--- config.mk ---
export PLATFORM = sky130hd
export DESIGN_NAME = mem_arbiter
export DESIGN_NICKNAME = d
export VERILOG_FILES = /design/src/rtl/mem_arbiter.sv
export SDC_FILE = /design/constraint.sdc
export NUM_CORES = 1
export LEC_CHECK = 0
export CORE_MARGIN = 2
export CORE_UTILIZATION = 38
export DETAILED_ROUTE_END_ITERATION = 6
export GPL_ROUTABILITY_DRIVEN = 0
export MAX_ROUTING_LAYER = met4
export PLACE_DENSITY = 0.89
export SLEW_MARGIN = 25
export SYNTH_ARGS = -nofsm -noshare
export SYNTH_HDL_FRONTEND = slang
export SYNTH_SLANG_ARGS = --single-unit
--- constraint.sdc ---
create_clock -name clk -period 1.9 [get_ports clk]
set_input_delay 0.57 -clock clk [delete_from_list [all_inputs] [get_ports clk]]
set_output_delay 0.57 -clock clk [all_outputs]
set_load 0.03 [all_outputs]
--- src/rtl/mem_arbiter.sv ---
// Two-port memory arbiter: an instruction-fetch port and a load/store port share one memory port.
// Round-robin on contention, bounded wait per access, and every output comes straight from a register.
module mem_arbiter #(
  parameter int TIMEOUT = 16
) (
  input  logic        clk,
  input  logic        rst,
  input  logic        if_req,
  input  logic [31:0] if_addr,
  output logic        if_ack,
  output logic [31:0] if_rdata,
  input  logic        d_req,
  input  logic        d_we,
  input  logic [31:0] d_addr,
  input  logic [31:0] d_wdata,
  output logic        d_ack,
  output logic [31:0] d_rdata,
  output logic        err,
  output logic        mem_valid,
  output logic        mem_we,
  output logic [31:0] mem_addr,
  output logic [31:0] mem_wdata,
  input  logic        mem_ready,
  input  logic [31:0] mem_rdata,
  output logic        busy,
  output logic [1:0]  dbg_state
);

  // Memory handshake: an access is offered while mem_valid=1 and completes on the
  // first rising edge that sees mem_ready=1; address, we and wdata stay frozen until then.
  // Requester handshake: a req seen high in IDLE starts a transaction that ends with
  // exactly one ack pulse; err qualifies that pulse only.

  typedef enum logic [1:0] {
    IDLE = 2'd0,
    XFER = 2'd1,
    ACK  = 2'd2
  } state_t;

  localparam logic [7:0] LAST_WAIT = 8'(TIMEOUT - 1);

  state_t      state;
  logic [7:0]  wait_cnt;
  logic        owner_d;
  logic        last_d;
  logic        grant_d;

  // Data wins when it is alone, or when both ask and fetch was granted last.
  assign grant_d   = d_req & (~if_req | ~last_d);
  assign dbg_state = state;

  always_ff @(posedge clk or negedge rst) begin
    if (!rst) begin
      state     <= IDLE;
      wait_cnt  <= 8'd0;
      owner_d   <= 1'b0;
      last_d    <= 1'b1;
      mem_valid <= 1'b0;
      mem_we    <= 1'b0;
      mem_addr  <= 32'd0;
      mem_wdata <= 32'd0;
      if_ack    <= 1'b0;
      d_ack     <= 1'b0;
      err       <= 1'b0;
      if_rdata  <= 32'd0;
      d_rdata   <= 32'd0;
      busy      <= 1'b0;
    end else begin
      case (state)
        IDLE: begin
          if (if_req || d_req) begin
            state     <= XFER;
            busy      <= 1'b1;
            mem_valid <= 1'b1;
            wait_cnt  <= 8'd0;
            owner_d   <= grant_d;
            last_d    <= grant_d;
            mem_addr  <= grant_d ? d_addr : if_addr;
            mem_we    <= grant_d & d_we;
            mem_wdata <= grant_d ? d_wdata : 32'd0;
          end
        end
        XFER: begin
          if (mem_ready) begin
            state     <= ACK;
            mem_valid <= 1'b0;
            err       <= 1'b0;
            if (owner_d) begin
              d_ack <= 1'b1;
              if (!mem_we) d_rdata <= mem_rdata;
            end else begin
              if_ack   <= 1'b1;
              if_rdata <= mem_rdata;
            end
          end else if (wait_cnt == LAST_WAIT) begin
            // Give up: the requester still gets its ack, flagged, with zeroed load data.
            state     <= ACK;
            mem_valid <= 1'b0;
            err       <= 1'b1;
            if (owner_d) begin
              d_ack <= 1'b1;
              if (!mem_we) d_rdata <= 32'd0;
            end else begin
              if_ack   <= 1'b1;
              if_rdata <= 32'd0;
            end
          end else begin
            wait_cnt <= wait_cnt + 8'd1;
          end
        end
        ACK: begin
          state  <= IDLE;
          busy   <= 1'b0;
          if_ack <= 1'b0;
          d_ack  <= 1'b0;
          err    <= 1'b0;
        end
        default: begin
          state <= IDLE;
          busy  <= 1'b0;
        end
      endcase
    end
  end

endmodule

==> summary.txt <==
Run status
  – Outcome: finished, final reports clean

Worst setup path
  – Worst Reg-to-Reg Cells: 6
  – Nature of the critical path endpoint: flip-flop
  – Crit path max-delay family: simple AND/OR/NAND/NOR gates
  – Crit-path cells: nor4_4 -> a21oi_4 -> nor3b_4 -> buf_4 -> buf_12 -> mux2_2
  – Worst R2R End: if_rdata[21]$_DFFE_PN0P_
  – Largest stage delay, worst path: between 0.4 and 0.5 ns
  – R2R Setup Slk: approximately 0.011 ns
  – Worst path required time: 2.19 ns
  – Crit path max fanout: 16
  – CP startpoint kind: flip-flop
  – CP Class: flip-flop to flip-flop
  – CP bufs+invs: 2
  – R2R Path Start: wait_cnt[4]$_DFFE_PN0P_
  – Critical path's slowest cell: dfrtp_1
  – Crit path arrival time: between 2 and 2.5 ns

Timing
  – RSZ-0062 raised after global routing: yes
  – Min cycle time layout: around 1.9 ns
  – Actual slew at the worst max-slew pin: 0.4363 ns
  – Crit share post-route: around 99%
  – Final setup fails: 0
  – Setup TNS: 0 ns
  – Final hold violation count: 0
  – Max_slew headroom: between 70% and 80%
  – Fmax: 529.5 MHz
  – Max-slew violation count: 0
  – Clk_skew: approximately 0.0083 ns

Pwr
  – P_leak: ~4.8 nW
  – Peak VDD IR: 0.8741 mV
  – PwrDens: around 1700 nW/um^2

CTS
  – Reg clk slew, reported paths: ~0.060 ns
  – CTS root buf: clkbuf_16
  – Num CTS Buffers: 17
  – Worst skew pair latency: roughly 0.42 ns
  – TritonCTS clock tree: yes
  – Clk sinks: about 150
  – Clock buffer depth: 2
  – H-Tree Depth: 4

Global route
  – Vias in the first global route: 4870
  – First-pass GRT wire length: around 25000 um
  – Pin count of the biggest net entering global routing: 43
  – Overall routing resource usage: about 20%
  – Global route total overflow: 0
  – Initial antenna violation count: 0

Cells and area
  – Nets: between 900 and 1000
  – Seq. cell area: 3656 um^2
  – Design area: between 9000 and 10000 um^2
  – Antenna cells: 0
  – Layout Utilization: between 60 and 70%
  – Filler cells: between 1000 and 1500
  – Share of layout cells above drive strength 1: 18.54%
  – Multi-input logic area: about 2300 um^2
  – Layout area overhead: 61.13%

Detailed routing
  – Drt pass-1 iters: 5
  – DRC viols: 0
  – Initial DRC Count: approximately 180
  – Via density per instance: just under 5
  – Drt wl/cell: 16.76 um
  – DRT antenna net count: 0
  – DR vias: around 4800
  – Final wirelength: ~17000 um

Floorplanning
  – Die Wd: roughly 130 um
  – Ports: 270
  – Core area: 15830 um^2
  – Full die area: ~17000 um^2
  – Initial core utilization: 38.60%
  – Chip Height: around 130 um
  – Cell Rows: 46

Hold path
  – Worst Hold Class: primary input to async pin

Logic synthesis
  – Mapped Cells: 472
  – Top post-synthesis cells by area: dfrtp_1, mux2_2, mux2i_1
  – Synth cell types: 40
  – Leading area contributor after synthesis: dfrtp_1
  – Sequential-to-total area share from yosys stat: 59.82%
  – Avg Cell Area, Syn: 12.94 um^2
  – FFs w/ async S/R, synth: 100.0%
  – Predominant post-synthesis flop cell: dfrtp_1
  – Synthesis Warnings: 0
  – Flops & latches, synth: approximately 150
  – Top-area cell type share of the netlist area: around three fifths
  – Post-synthesis cell area: between 6000 and 7000 um^2
  – Net Count, Synth: about 600
  – Post-synth EDFFs: 0

Placed design
  – Port bufs: 269
  – HPWL after DPL: around 12000 um
  – Placed Instance Area: just over 9000 um^2

Flow run
  – Max-cap violations: 0
==> where the power goes <==
group	switching (mW)	total (mW)	internal, mW
clock	1.35	3.70	2.35
sequential	0.686	5.09	4.41
combinational	4.61	7.61	2.99
==> cell usage in the layout, fill, tap and decap left out, types with 2 or more instances in the layout <==
cell and n:
ha_1 4, and2_1 33, mux2_2 62, o21ai_0 39, clkinvlp_4 4, inv_1 5, a22o_1 36, buf_12 7
a21o_1 2, clkinv_4 2, buf_4 31, clkdlybuf4s50_1 132, bufinv_16 5, a21oi_1 5, nor3_1 2, nor2b_1 2
dlygate4sd2_1 135, nand2_1 38, mux2i_1 33, clkbuf_16 18, nand2b_1 3, nand3_1 4, a31oi_1 4, dfrtp_1 144
nor2_1 6, inv_6 2
==> state kept, by name, summed over array words and instances (netlist names) <==
register	flops
busy	1
d_ack	1
d_rdata	32
dbg_state	2
err	1
if_ack	1
if_rdata	32
last_d	1
mem_addr	32
mem_valid	1
mem_wdata	32
mem_we	1
owner_d	1
wait_cnt	8
==> through the flow <==
step	total power, mW	hold slack (ns)	worst slack, ns	instances
4_1_cts	16.49	0.07625	0.02680	994
2_1_floorplan	9.781	0.2744	-0.001563	472
3_5_place_dp	13.61	0.4700	-0.3083	962
5_1_grt	17.29	0.08875	-0.05669	998
3_3_place_gp	13.39	0.4602	-0.2308	962
6_report	16.40	0.07540	0.01141	998
==> synth_stat cells (2+ instances only) <==
cell      number
buf_4          3
nor2_1         6
buf_1          5
a21o_1         2
and2_1        33
nand2b_1       3
dfrtp_1      145
mux2_2        63
nand3_1        4
a22o_1        36
clkbuf_1      12
inv_1          5
nor3_1         2
a21oi_1        5
nand2_1       38
buf_6          3
a31oi_1        4
nor2b_1        2
ha_1           4
buf_2          6
o21ai_0       40
mux2i_1       33
==> what timing repair did <==
item	in CTS	in global routing
pin swaps	0	0
gates resized for setup	135	3
cloned	0	2
buffers inserted	0	2
setup endpoints to repair	135	38
hold buffers	0	0
==> worst max-delay path by stage <==
stage                                        from  slack (ns)  cells past startpoint                  endpoint
after floorplan           wait_cnt[4]$_DFFE_PN0P_      -0.002                      5   if_rdata[0]$_DFFE_PN0P_
after global placement                     if_req       -0.23                      6   wait_cnt[3]$_DFFE_PN0P_
after detailed placement                   if_req       -0.31                      6   wait_cnt[3]$_DFFE_PN0P_
after CTS                 wait_cnt[4]$_DFFE_PN0P_        0.03                      5  if_rdata[27]$_DFFE_PN0P_
after global routing      wait_cnt[4]$_DFFE_PN0P_       -0.06                      6  if_rdata[27]$_DFFE_PN0P_
final                     wait_cnt[4]$_DFFE_PN0P_        0.01                      6  if_rdata[21]$_DFFE_PN0P_
==> logic make-up after synthesis <==
family,after synthesis,share of synthesized area (%)
AND/OR/NAND/NOR,94,8.335
flip-flops,146,59.82
buffers and inverters,35,2.846
multiplexers,97,17.20
AO/OA/AOI/OAI,94,10.69
adder cells (fa/ha/maj),4,0.8192
XOR/XNOR,2,0.2868
==> layer usage <==
layer  global-route usage (%)  wire length, um  vias up
li1                         -                -     2269
met1                    22.45             6606     2323
met2                    32.81             8583      191
met3                    5.985             1263       21
met4                    7.447              277        0
met5                        -                0        -
==> cell type report <==
class                           instances  area share [%]
Multi-Input combinational cell        291           23.51
Timing Repair Buffer                  308           29.74
Clock inverter                         15           2.351
Sequential cell                       146           37.14
Clock buffer                           17           4.321
Tap cell                              216           2.745
Inverter                                5          0.1906
Power figures use the tool's default switching activity.
